File: src/rtl/venera_pkg.sv
// Shared encodings for venera_cpu_1: opcodes, ALU operation codes, trap vector and decode FSM states.
// Combinational helpers only; no timing or flow-control behaviour lives here.
package venera_pkg;

    localparam logic [3:0] OP_NOP  = 4'h0;
    localparam logic [3:0] OP_LDI  = 4'h1;
    localparam logic [3:0] OP_ADD  = 4'h2;
    localparam logic [3:0] OP_SUB  = 4'h3;
    localparam logic [3:0] OP_AND  = 4'h4;
    localparam logic [3:0] OP_OR   = 4'h5;
    localparam logic [3:0] OP_XOR  = 4'h6;
    localparam logic [3:0] OP_JMP  = 4'h7;
    localparam logic [3:0] OP_JZ   = 4'h8;
    localparam logic [3:0] OP_JNZ  = 4'h9;
    localparam logic [3:0] OP_OUT  = 4'hA;
    localparam logic [3:0] OP_HALT = 4'hF;

    localparam logic [2:0] ALU_LDI = 3'd0;
    localparam logic [2:0] ALU_ADD = 3'd1;
    localparam logic [2:0] ALU_SUB = 3'd2;
    localparam logic [2:0] ALU_AND = 3'd3;
    localparam logic [2:0] ALU_OR  = 3'd4;
    localparam logic [2:0] ALU_XOR = 3'd5;

    localparam logic [7:0] TRAP_VECTOR = 8'hFF;

    typedef enum logic [1:0] {
        ST_IDLE   = 2'd0,
        ST_FETCH  = 2'd1,
        ST_DECODE = 2'd2,
        ST_ISSUE  = 2'd3
    } state_t;

    function automatic logic [2:0] alu_op_of(input logic [3:0] opcode);
        logic [2:0] op;
        op = ALU_LDI;
        case (opcode)
            OP_ADD:  op = ALU_ADD;
            OP_SUB:  op = ALU_SUB;
            OP_AND:  op = ALU_AND;
            OP_OR:   op = ALU_OR;
            OP_XOR:  op = ALU_XOR;
            default: op = ALU_LDI;
        endcase
        return op;
    endfunction

endpackage

File: src/rtl/instruction_opcode_decode.sv
// Combinational opcode -> control-class lookup; zero latency, no flow control.
// INSTRUCTION_DECODER_ILLEGAL_TRAP_EN flags opcodes B-E as illegal; otherwise they fall through as NOP.
module instruction_opcode_decode
    import venera_pkg::*;
(
    input  logic [3:0] opcode,
    output logic       is_alu,
    output logic       is_jmp,
    output logic       is_jz,
    output logic       is_jnz,
    output logic       is_out,
    output logic       is_halt,
    output logic       is_illegal
);

    always_comb begin
        is_alu     = 1'b0;
        is_jmp     = 1'b0;
        is_jz      = 1'b0;
        is_jnz     = 1'b0;
        is_out     = 1'b0;
        is_halt    = 1'b0;
        is_illegal = 1'b0;
        case (opcode)
            OP_LDI, OP_ADD, OP_SUB,
            OP_AND, OP_OR, OP_XOR: is_alu  = 1'b1;
            OP_JMP:                is_jmp  = 1'b1;
            OP_JZ:                 is_jz   = 1'b1;
            OP_JNZ:                is_jnz  = 1'b1;
            OP_OUT:                is_out  = 1'b1;
            OP_HALT:               is_halt = 1'b1;
`ifdef INSTRUCTION_DECODER_ILLEGAL_TRAP_EN
            4'hB, 4'hC, 4'hD, 4'hE: is_illegal = 1'b1;
`endif
            default: ;
        endcase
    end

endmodule

File: src/rtl/instruction_decoder.sv
// Fetch-side decode: rd in T, ROM data captured T+1, decoded T+2, registered one-cycle pulses in T+3; rd outside IDLE is ignored.
// INSTRUCTION_DECODER_ILLEGAL_TRAP_EN: opcodes B-E pulse illegal and jump to TRAP_VECTOR; otherwise they act as NOP.
module instruction_decoder
    import venera_pkg::*;
#(
    parameter int INSTR_W = 16,
    parameter int ADDR_W  = 8
) (
    input  logic               clk,
    input  logic               reset,
    input  logic               rd,
    input  logic [ADDR_W-1:0]  address,
    input  logic [INSTR_W-1:0] rom_data,
    input  logic               zero_flag,
    output logic               set_valid,
    output logic [ADDR_W-1:0]  set_value,
    output logic               alu_valid,
    output logic [2:0]         alu_op,
    output logic [7:0]         alu_imm,
    output logic               out_valid,
    output logic               halted,
    output logic               illegal
);

    state_t              state_q;
    logic [ADDR_W-1:0]   pc_q;
    logic [3:0]          opcode_q;
    logic [7:0]          operand_q;
    logic                set_valid_q;
    logic [ADDR_W-1:0]   set_value_q;
    logic                alu_valid_q;
    logic [2:0]          alu_op_q;
    logic [7:0]          alu_imm_q;
    logic                out_valid_q;
    logic                halted_q;
    logic                illegal_q;

    logic is_alu, is_jmp, is_jz, is_jnz, is_out, is_halt, is_illegal;
    logic take_jump;

    // Reserved instruction bits carry no meaning for this decoder.
    logic unused_rsvd;
    assign unused_rsvd = ^rom_data[INSTR_W-5:8];

    instruction_opcode_decode u_opcode_decode (
        .opcode     (opcode_q),
        .is_alu     (is_alu),
        .is_jmp     (is_jmp),
        .is_jz      (is_jz),
        .is_jnz     (is_jnz),
        .is_out     (is_out),
        .is_halt    (is_halt),
        .is_illegal (is_illegal)
    );

    assign take_jump = is_jmp | (is_jz & zero_flag) | (is_jnz & ~zero_flag);

    always_ff @(posedge clk or posedge reset) begin
        if (reset) begin
            state_q     <= ST_IDLE;
            pc_q        <= '0;
            opcode_q    <= '0;
            operand_q   <= '0;
            set_valid_q <= 1'b0;
            set_value_q <= '0;
            alu_valid_q <= 1'b0;
            alu_op_q    <= '0;
            alu_imm_q   <= '0;
            out_valid_q <= 1'b0;
            halted_q    <= 1'b0;
            illegal_q   <= 1'b0;
        end else begin
            set_valid_q <= 1'b0;
            alu_valid_q <= 1'b0;
            out_valid_q <= 1'b0;
            illegal_q   <= 1'b0;
            case (state_q)
                ST_IDLE: begin
                    if (rd) begin
                        pc_q    <= address;
                        state_q <= ST_FETCH;
                    end
                end
                ST_FETCH: begin
                    opcode_q  <= rom_data[INSTR_W-1 -: 4];
                    operand_q <= rom_data[7:0];
                    state_q   <= ST_DECODE;
                end
                ST_DECODE: begin
                    state_q <= ST_ISSUE;
                    // Once halted, every fetch spins on its own address regardless of content.
                    if (halted_q || is_halt) begin
                        halted_q    <= 1'b1;
                        set_valid_q <= 1'b1;
                        set_value_q <= pc_q;
                    end else if (is_alu) begin
                        alu_valid_q <= 1'b1;
                        alu_op_q    <= alu_op_of(opcode_q);
                        alu_imm_q   <= operand_q;
                    end else if (take_jump) begin
                        set_valid_q <= 1'b1;
                        set_value_q <= ADDR_W'(operand_q);
                    end else if (is_out) begin
                        out_valid_q <= 1'b1;
                        alu_imm_q   <= operand_q;
                    end else if (is_illegal) begin
                        illegal_q   <= 1'b1;
                        set_valid_q <= 1'b1;
                        set_value_q <= ADDR_W'(TRAP_VECTOR);
                    end
                end
                ST_ISSUE: state_q <= ST_IDLE;
                default:  state_q <= ST_IDLE;
            endcase
        end
    end

    assign set_valid = set_valid_q;
    assign set_value = set_value_q;
    assign alu_valid = alu_valid_q;
    assign alu_op    = alu_op_q;
    assign alu_imm   = alu_imm_q;
    assign out_valid = out_valid_q;
    assign halted    = halted_q;
    assign illegal   = illegal_q;

endmodule

File: config.mk
export PLATFORM = sky130hd
export DESIGN_NAME = instruction_decoder
export DESIGN_NICKNAME = d
export VERILOG_FILES = /design/src/rtl/venera_pkg.sv /design/src/rtl/instruction_opcode_decode.sv /design/src/rtl/instruction_decoder.sv
export SDC_FILE = /design/constraint.sdc
export NUM_CORES = 1
export LEC_CHECK = 0
export CORE_UTILIZATION = 45
export CTS_CLUSTER_DIAMETER = 100
export DETAILED_ROUTE_END_ITERATION = 16
export PLACE_DENSITY_LB_ADDON = 0.08
export SKIP_CTS_REPAIR_TIMING = 1
export SYNTH_ARGS = -nofsm -noshare
export SYNTH_HDL_FRONTEND = slang
export SYNTH_SLANG_ARGS = --single-unit
export TNS_END_PERCENT = 10
File: constraint.sdc
create_clock -name clk -period 1.85 [get_ports clk]
set_input_delay 0.37 -clock clk [delete_from_list [all_inputs] [get_ports clk]]
set_output_delay 0.37 -clock clk [all_outputs]
set_load 0.02 [all_outputs]
# --- Word level (Yosys, flattened, before mapping) ---
# Index checks and enable logic that the tools add are counted.
op_classes:
  eq_ne: 17
  n_mux: 27
  n_bitwise: 6
  n_reduce_logical: 10
op_table:
  columns: ["operator", "n"]
  rows:
  - ["$mux W8", 6]
  - ["$mux W1", 18]
  - ["$eq A4 B3 Y1 const B", 4]
  - ["$eq A4 B4 Y1 const B", 4]
  - ["$pmux W3 S5", 1]
  - ["$eq A4 B2 Y1 const B", 2]
  - ["$pmux W2 S4", 1]
  - ["$reduce_and A3 Y1", 2]
  - ["$reduce_or A6 Y1", 1]
  - ["$eq A2 B2 Y1 const B", 2]
  - ["$eq A4 B1 Y1 const B", 1]
  - ["$ne A2 B2 Y1 const B", 2]
  - ["$reduce_and A2 Y1", 2]
  - ["$reduce_and A4 Y1", 1]
  - ["$reduce_bool A2 Y1", 2]
  - ["$and A1 B1 Y1", 2]
  - ["$eq A2 B1 Y1 const B", 1]
  - ["$logic_not A2 Y1", 1]
  - ["$mux W2", 1]
  - ["$ne A2 B1 Y1 const B", 1]
  - ["$not A1 Y1", 2]
  - ["$or A1 B1 Y1", 2]
  - ["$logic_or A1 B1 Y1", 1]
totals:
  regBits: 45
  inputBits: 28
  out_inout_bits: 24
  word_cells: 71

# --- Depth between registers and ports, before layout ---
logic_depth:
  word_depth: 9
  depth_mapped: 6
  mapped_depth_nobuf: 6

# --- Hierarchy ---
# From an unflattened synthesis, not the netlist that was laid out.
unflattened:
  cells_unflattened: 164
  area_unflattened_um2: 2034.5
by_module_without_submodules:
  columns: ["module", "n_inst", "cells_per_inst", "area_per_inst_um2", "seq_area_each_um2"]
  rows:
  - ["instruction_decoder", 1, 153, 1970.6, 1151.1]
  - ["instruction_opcode_decode", 1, 11, 63.8, 0.0]

# --- Least setup slack after synthesis ---
# No wires, ideal clock.
synth_timing:
  kind: "flip-flop to flip-flop"
  start: "register state_q[0]"
  end: "register alu_imm_q[0], in the netlist alu_imm[0]"
  setup_ps: 125
  t_arrival_ps: 1501
  setup_slack_ps: 224
  stages_incl_launch_ff: 7
  n_path_buf: 1
  path_cell_list: "dfrtp_1 inv_1 ha_1 nand2_1 a211o_1 buf_6 mux2_4"
synth_between:
  elab_chain_len: 2
synth_lines:
  columns: ["item", "line", "text"]
  rows:
  - ["start: declaration", "instruction_decoder.sv:25", "state_t state_q;"]
  - ["start signal: assignment", "instruction_decoder.sv:60", "state_q <= ST_IDLE;"]
  - ["start signal: assignment", "instruction_decoder.sv:81", "state_q <= ST_FETCH;"]
  - ["start signal: assignment", "instruction_decoder.sv:87", "state_q <= ST_DECODE;"]
  - ["$eq A2 B2 Y1", "instruction_decoder.sv:77", "case (state_q)"]
  - ["$reduce_and A4 Y1 (no source line)", null, null]
  - ["end signal: assignment", "instruction_decoder.sv:99", "alu_imm_q <= operand_q;"]
  - ["end signal: assignment", "instruction_decoder.sv:105", "alu_imm_q <= operand_q;"]
  - ["end: declaration", "instruction_decoder.sv:33", "logic [7:0] alu_imm_q;"]
# Every way passes these cells.
# A chain may end at the register's enable or synchronous reset.

# --- Final worst setup path ---
layout_timing:
  start: "register halted_q, in the netlist halted"
  end: "output halted"
layout_lines:
  columns: ["item", "line", "text"]
  rows:
  - ["start: declaration", "instruction_decoder.sv:35", "logic halted_q;"]
  - ["start signal: assignment", "instruction_decoder.sv:70", "halted_q <= 1'b0;"]
  - ["start signal: assignment", "instruction_decoder.sv:93", "halted_q <= 1'b1;"]
  - ["end: declaration", "instruction_decoder.sv:21", "output logic halted,"]
# No word-level cell between the ends.

==> results.toml <==
[synth]
synth_warnings = 0
synth_seq_cells = 45
synth.cell_area_um2 = 2030
synthesis.area_per_instance_um2 = 11.9
synth_cell_type_count = 33
syn-num-nets = 203
seq_area_frac_synth = 0.555
count_of_mapped_cells_out_of_synthesis = 171

[setup_path]
critPathKind = "reg2out"
required_time_worst_endpoint_ns = 1.48
cp_slowest_cell = "sky130_fd_sc_hd__clkdlybuf4s50_1"
r2r-start = "state_q[0]$_DFFE_PP0P_"
timing.critical_path.cells = "clkdlybuf4s50_1"
max_stage_delay_ns = 0.63
r2r_cells = 5
critical_path.reg2reg.endpoint = "alu_imm[7]$_DFFE_PP0P_"
ff2ff_setup_slack_ns = 0.14
timing.critical_path.from_type = "flop"
crit_arrival_ns = 1.35
critical_path.top_delay_family = "buffers and inverters"
crit_start = "halted$_DFFE_PP0P_"
timing.critical_path.fanout_max = 6
worst-path-buf-inv = 1
setup.worst_path.end_class = "primary output"

[route]
route.vias.total = 1393
finalWirelength_mm = 3.81
first_iter_violations = 57
detailedRoute.firstPassIterationCount = 7
number_of_vias_per_cell = 5.03
drt_drc_violations_left = 0
avgRoutedWirePerCell_um = 13.8
antenna_left = 0

[sta]
finalHoldViolCount = 0
timing.final.setup_violations = 0
fin_tns_setup_ns = 0
worst_hold_slack_ns = 0.426
max_freq_ghz = 0.583
finalWorstPathRequiredPeriod_ns = 1.72
rsz0062_at_grt = "false"
worst_clock_skew_ns = 0.00522
finalMaxSlewViolations = 0
final_min_period_over_clock_period = 0.927

[layout]
final_nets = 257
final_cell_area_um2 = 2680
drive_gt1_frac = 0.213
area_growth_pct = 31.9
num_antenna_cells = 0
finish.utilization = 0.614

[clock_network]
root_buffer = "sky130_fd_sc_hd__clkbuf_8"
clk_pin_slew_worst_paths_ns = 0.07
insertion_delay_ns = 0.28
clock_sink_count = 45
cts_htree_levels = 2
tritoncts.num_buffers = 5
clk_path_buf_depth = 2
tritoncts = "done"

[floorplanning]
die_w_um = 69.1
ioPinCount = 52
die_height_um = 69.1
core.rowCount = 24
fp.coreArea_um2 = 4350
area_of_the_die_um2 = 4780
start_util = 0.466

[placement]
place_area_um2 = 2580
place_congestion = 0.798
placed_wire_length_estimate_mm = 2.84
io_buffer_count = 46

[power_and_ir_drop]
total_power_w = 0.00460
worst_ir_drop_vdd_v = 0.000759
power.leakage_nw = 1.24
pwr_density_cell_nw_per_um2 = 1720

[global_routing]
globalRoute.totalOverflow = 0
grt_antenna_before_repair = 0
grt_first_pass_wirelength_mm = 6.50
pin_count_of_the_biggest_net_entering_global_routing = 46
via_count_of_the_first_global_routing_pass = 1414
groute.usage.overall = 0.172

[status]
status = "complete, no violations"

[job]
drv.max_cap_violation_count = 0

[hold_path]
min-delay-path-class = "in2async"
## how the worst max path moves through the flow
| stage | end | slack, ns | cells after the start |
|---|---|---|---|
| floorplan | alu_imm[0]$_DFFE_PP0P_ | 0.22 | 6 |
| global placement | set_value[4]$_DFFE_PP0P_ | -0.04 | 5 |
| detailed placement | set_value[5]$_DFFE_PP0P_ | -0.10 | 5 |
| CTS | alu_imm[7]$_DFFE_PP0P_ | 0.07 | 5 |
| global route | alu_op[0]$_DFFE_PP0P_ | 0.04 | 6 |
| finish | halted | 0.13 | 1 |
## stage by stage
step           std cells  worst slack [ns]
2_1_floorplan        171             0.224
3_3_place_gp         270           -0.0373
3_5_place_dp         270            -0.105
4_1_cts              277            0.0720
5_1_grt              277            0.0401
6_report             277             0.135
## synthesized netlist by cell type
| cell type | n | area [um^2] |
|---|---|---|
| sky130_fd_sc_hd__dfrtp_1 | 45 | 1130 |
| sky130_fd_sc_hd__inv_1 | 24 | 90.1 |
| sky130_fd_sc_hd__nand2_1 | 15 | 56.3 |
| sky130_fd_sc_hd__o21ai_0 | 12 | 60.1 |
| sky130_fd_sc_hd__mux2_2 | 11 | 124 |
| sky130_fd_sc_hd__nor2_1 | 10 | 37.5 |
| sky130_fd_sc_hd__a221oi_2 | 8 | 120 |
| sky130_fd_sc_hd__mux2_4 | 8 | 120 |
| sky130_fd_sc_hd__ha_1 | 4 | 50.1 |
| sky130_fd_sc_hd__a21oi_1 | 3 | 15.0 |
| sky130_fd_sc_hd__buf_6 | 3 | 33.8 |
| sky130_fd_sc_hd__o21ai_1 | 3 | 15.0 |
| sky130_fd_sc_hd__a21o_1 | 2 | 15.0 |
| sky130_fd_sc_hd__a22oi_1 | 2 | 15.0 |
| sky130_fd_sc_hd__clkbuf_1 | 2 | 7.51 |
| sky130_fd_sc_hd__nor3_1 | 2 | 10.0 |
| sky130_fd_sc_hd__a211o_1 | 1 | 8.76 |
| sky130_fd_sc_hd__a21oi_4 | 1 | 16.3 |
| sky130_fd_sc_hd__a221oi_1 | 1 | 8.76 |
| sky130_fd_sc_hd__a31o_1 | 1 | 8.76 |
| sky130_fd_sc_hd__and4_2 | 1 | 10.0 |
| sky130_fd_sc_hd__buf_2 | 1 | 5.00 |
| sky130_fd_sc_hd__buf_4 | 1 | 7.51 |
| sky130_fd_sc_hd__conb_1 | 1 | 3.75 |
| sky130_fd_sc_hd__nand3_1 | 1 | 5.00 |
| sky130_fd_sc_hd__nand4_1 | 1 | 6.26 |
| sky130_fd_sc_hd__nor2b_1 | 1 | 6.26 |
| sky130_fd_sc_hd__nor3b_1 | 1 | 7.51 |
| sky130_fd_sc_hd__o22ai_1 | 1 | 6.26 |
| sky130_fd_sc_hd__or2_2 | 1 | 6.26 |
| sky130_fd_sc_hd__or2_4 | 1 | 8.76 |
| sky130_fd_sc_hd__or3b_1 | 1 | 8.76 |
| sky130_fd_sc_hd__xor2_1 | 1 | 8.76 |
## kinds of logic after synthesis
kind of cell               share of synthesized area
xor gates and xnor gates                     0.00432
adders and majority gates                     0.0247
buffers and inverters                         0.0709
DFF                                            0.555
AOI/OAI and AO/OA                              0.143
muxes                                          0.120
other                                        0.00185
and+or+nand+nor                               0.0802
## routing by layer
layer	routed length, um	track usage	share of wire	up-vias
met5	0	0	0	-
met4	19	0.0544	0.0050	0
met3	197	0.0424	0.052	2
met2	1760	0.269	0.46	49
met1	1840	0.235	0.48	668
li1	-	-	-	674
## registers in the layout, summed over array words and instances (netlist names)
name and cells:
alu_imm 8, operand_q 8, pc_q 8, set_value 8, opcode_q 4, alu_op 3
state_q 2, alu_valid 1, halted 1, out_valid 1, set_valid 1
## where the power goes
| group | leakage, nW | switching [W] | total [W] | internal (W) |
|---|---|---|---|---|
| sequential | 0.539 | 0.000306 | 0.00176 | 0.00146 |
| clock | 0.0443 | 0.000293 | 0.000590 | 0.000296 |
| combinational | 0.655 | 0.00109 | 0.00225 | 0.00115 |
## layout by cell type (no fill, tap or decap)
cell type | Yosys | layout
sky130_fd_sc_hd__a221oi_1 | 1 | 1
sky130_fd_sc_hd__inv_2 | 0 | 1
sky130_fd_sc_hd__nor3_1 | 2 | 2
sky130_fd_sc_hd__dfrtp_1 | 45 | 45
sky130_fd_sc_hd__nor2b_1 | 1 | 1
sky130_fd_sc_hd__a21o_1 | 2 | 2
sky130_fd_sc_hd__xor2_1 | 1 | 1
sky130_fd_sc_hd__a22oi_1 | 2 | 2
sky130_fd_sc_hd__clkdlybuf4s50_1 | 0 | 46
sky130_fd_sc_hd__clkbuf_1 | 2 | 1
sky130_fd_sc_hd__conb_1 | 1 | 1
sky130_fd_sc_hd__or3b_1 | 1 | 1
sky130_fd_sc_hd__o22ai_1 | 1 | 1
sky130_fd_sc_hd__ha_1 | 4 | 4
sky130_fd_sc_hd__nand3_1 | 1 | 1
sky130_fd_sc_hd__nor2_2 | 0 | 1
sky130_fd_sc_hd__nor3b_1 | 1 | 1
sky130_fd_sc_hd__a21oi_1 | 3 | 3
sky130_fd_sc_hd__inv_1 | 24 | 23
sky130_fd_sc_hd__mux2_4 | 8 | 8
sky130_fd_sc_hd__nand4_1 | 1 | 1
sky130_fd_sc_hd__nand2_1 | 15 | 15
sky130_fd_sc_hd__a221oi_2 | 8 | 8
sky130_fd_sc_hd__mux2_2 | 11 | 11
sky130_fd_sc_hd__and4_2 | 1 | 1
sky130_fd_sc_hd__o21ai_0 | 12 | 12
sky130_fd_sc_hd__a31o_1 | 1 | 1
sky130_fd_sc_hd__clkbuf_8 | 0 | 6
sky130_fd_sc_hd__buf_4 | 1 | 6
sky130_fd_sc_hd__a21oi_4 | 1 | 1
sky130_fd_sc_hd__or2_2 | 1 | 1
sky130_fd_sc_hd__a211o_2 | 0 | 1
sky130_fd_sc_hd__buf_12 | 0 | 2
sky130_fd_sc_hd__o21ai_1 | 3 | 3
sky130_fd_sc_hd__or2_4 | 1 | 1
sky130_fd_sc_hd__nor2_1 | 10 | 9
## cell type report
cell class | instances | area, um^2
fillers | 354 | 1680
flip-flops and latches | 45 | 1130
multi-input cells | 95 | 762
repair buffers | 54 | 546
inverters | 24 | 90.1
clock buffers | 7 | 86.3
well taps | 52 | 65.1
(Power assumes the default switching activity.)
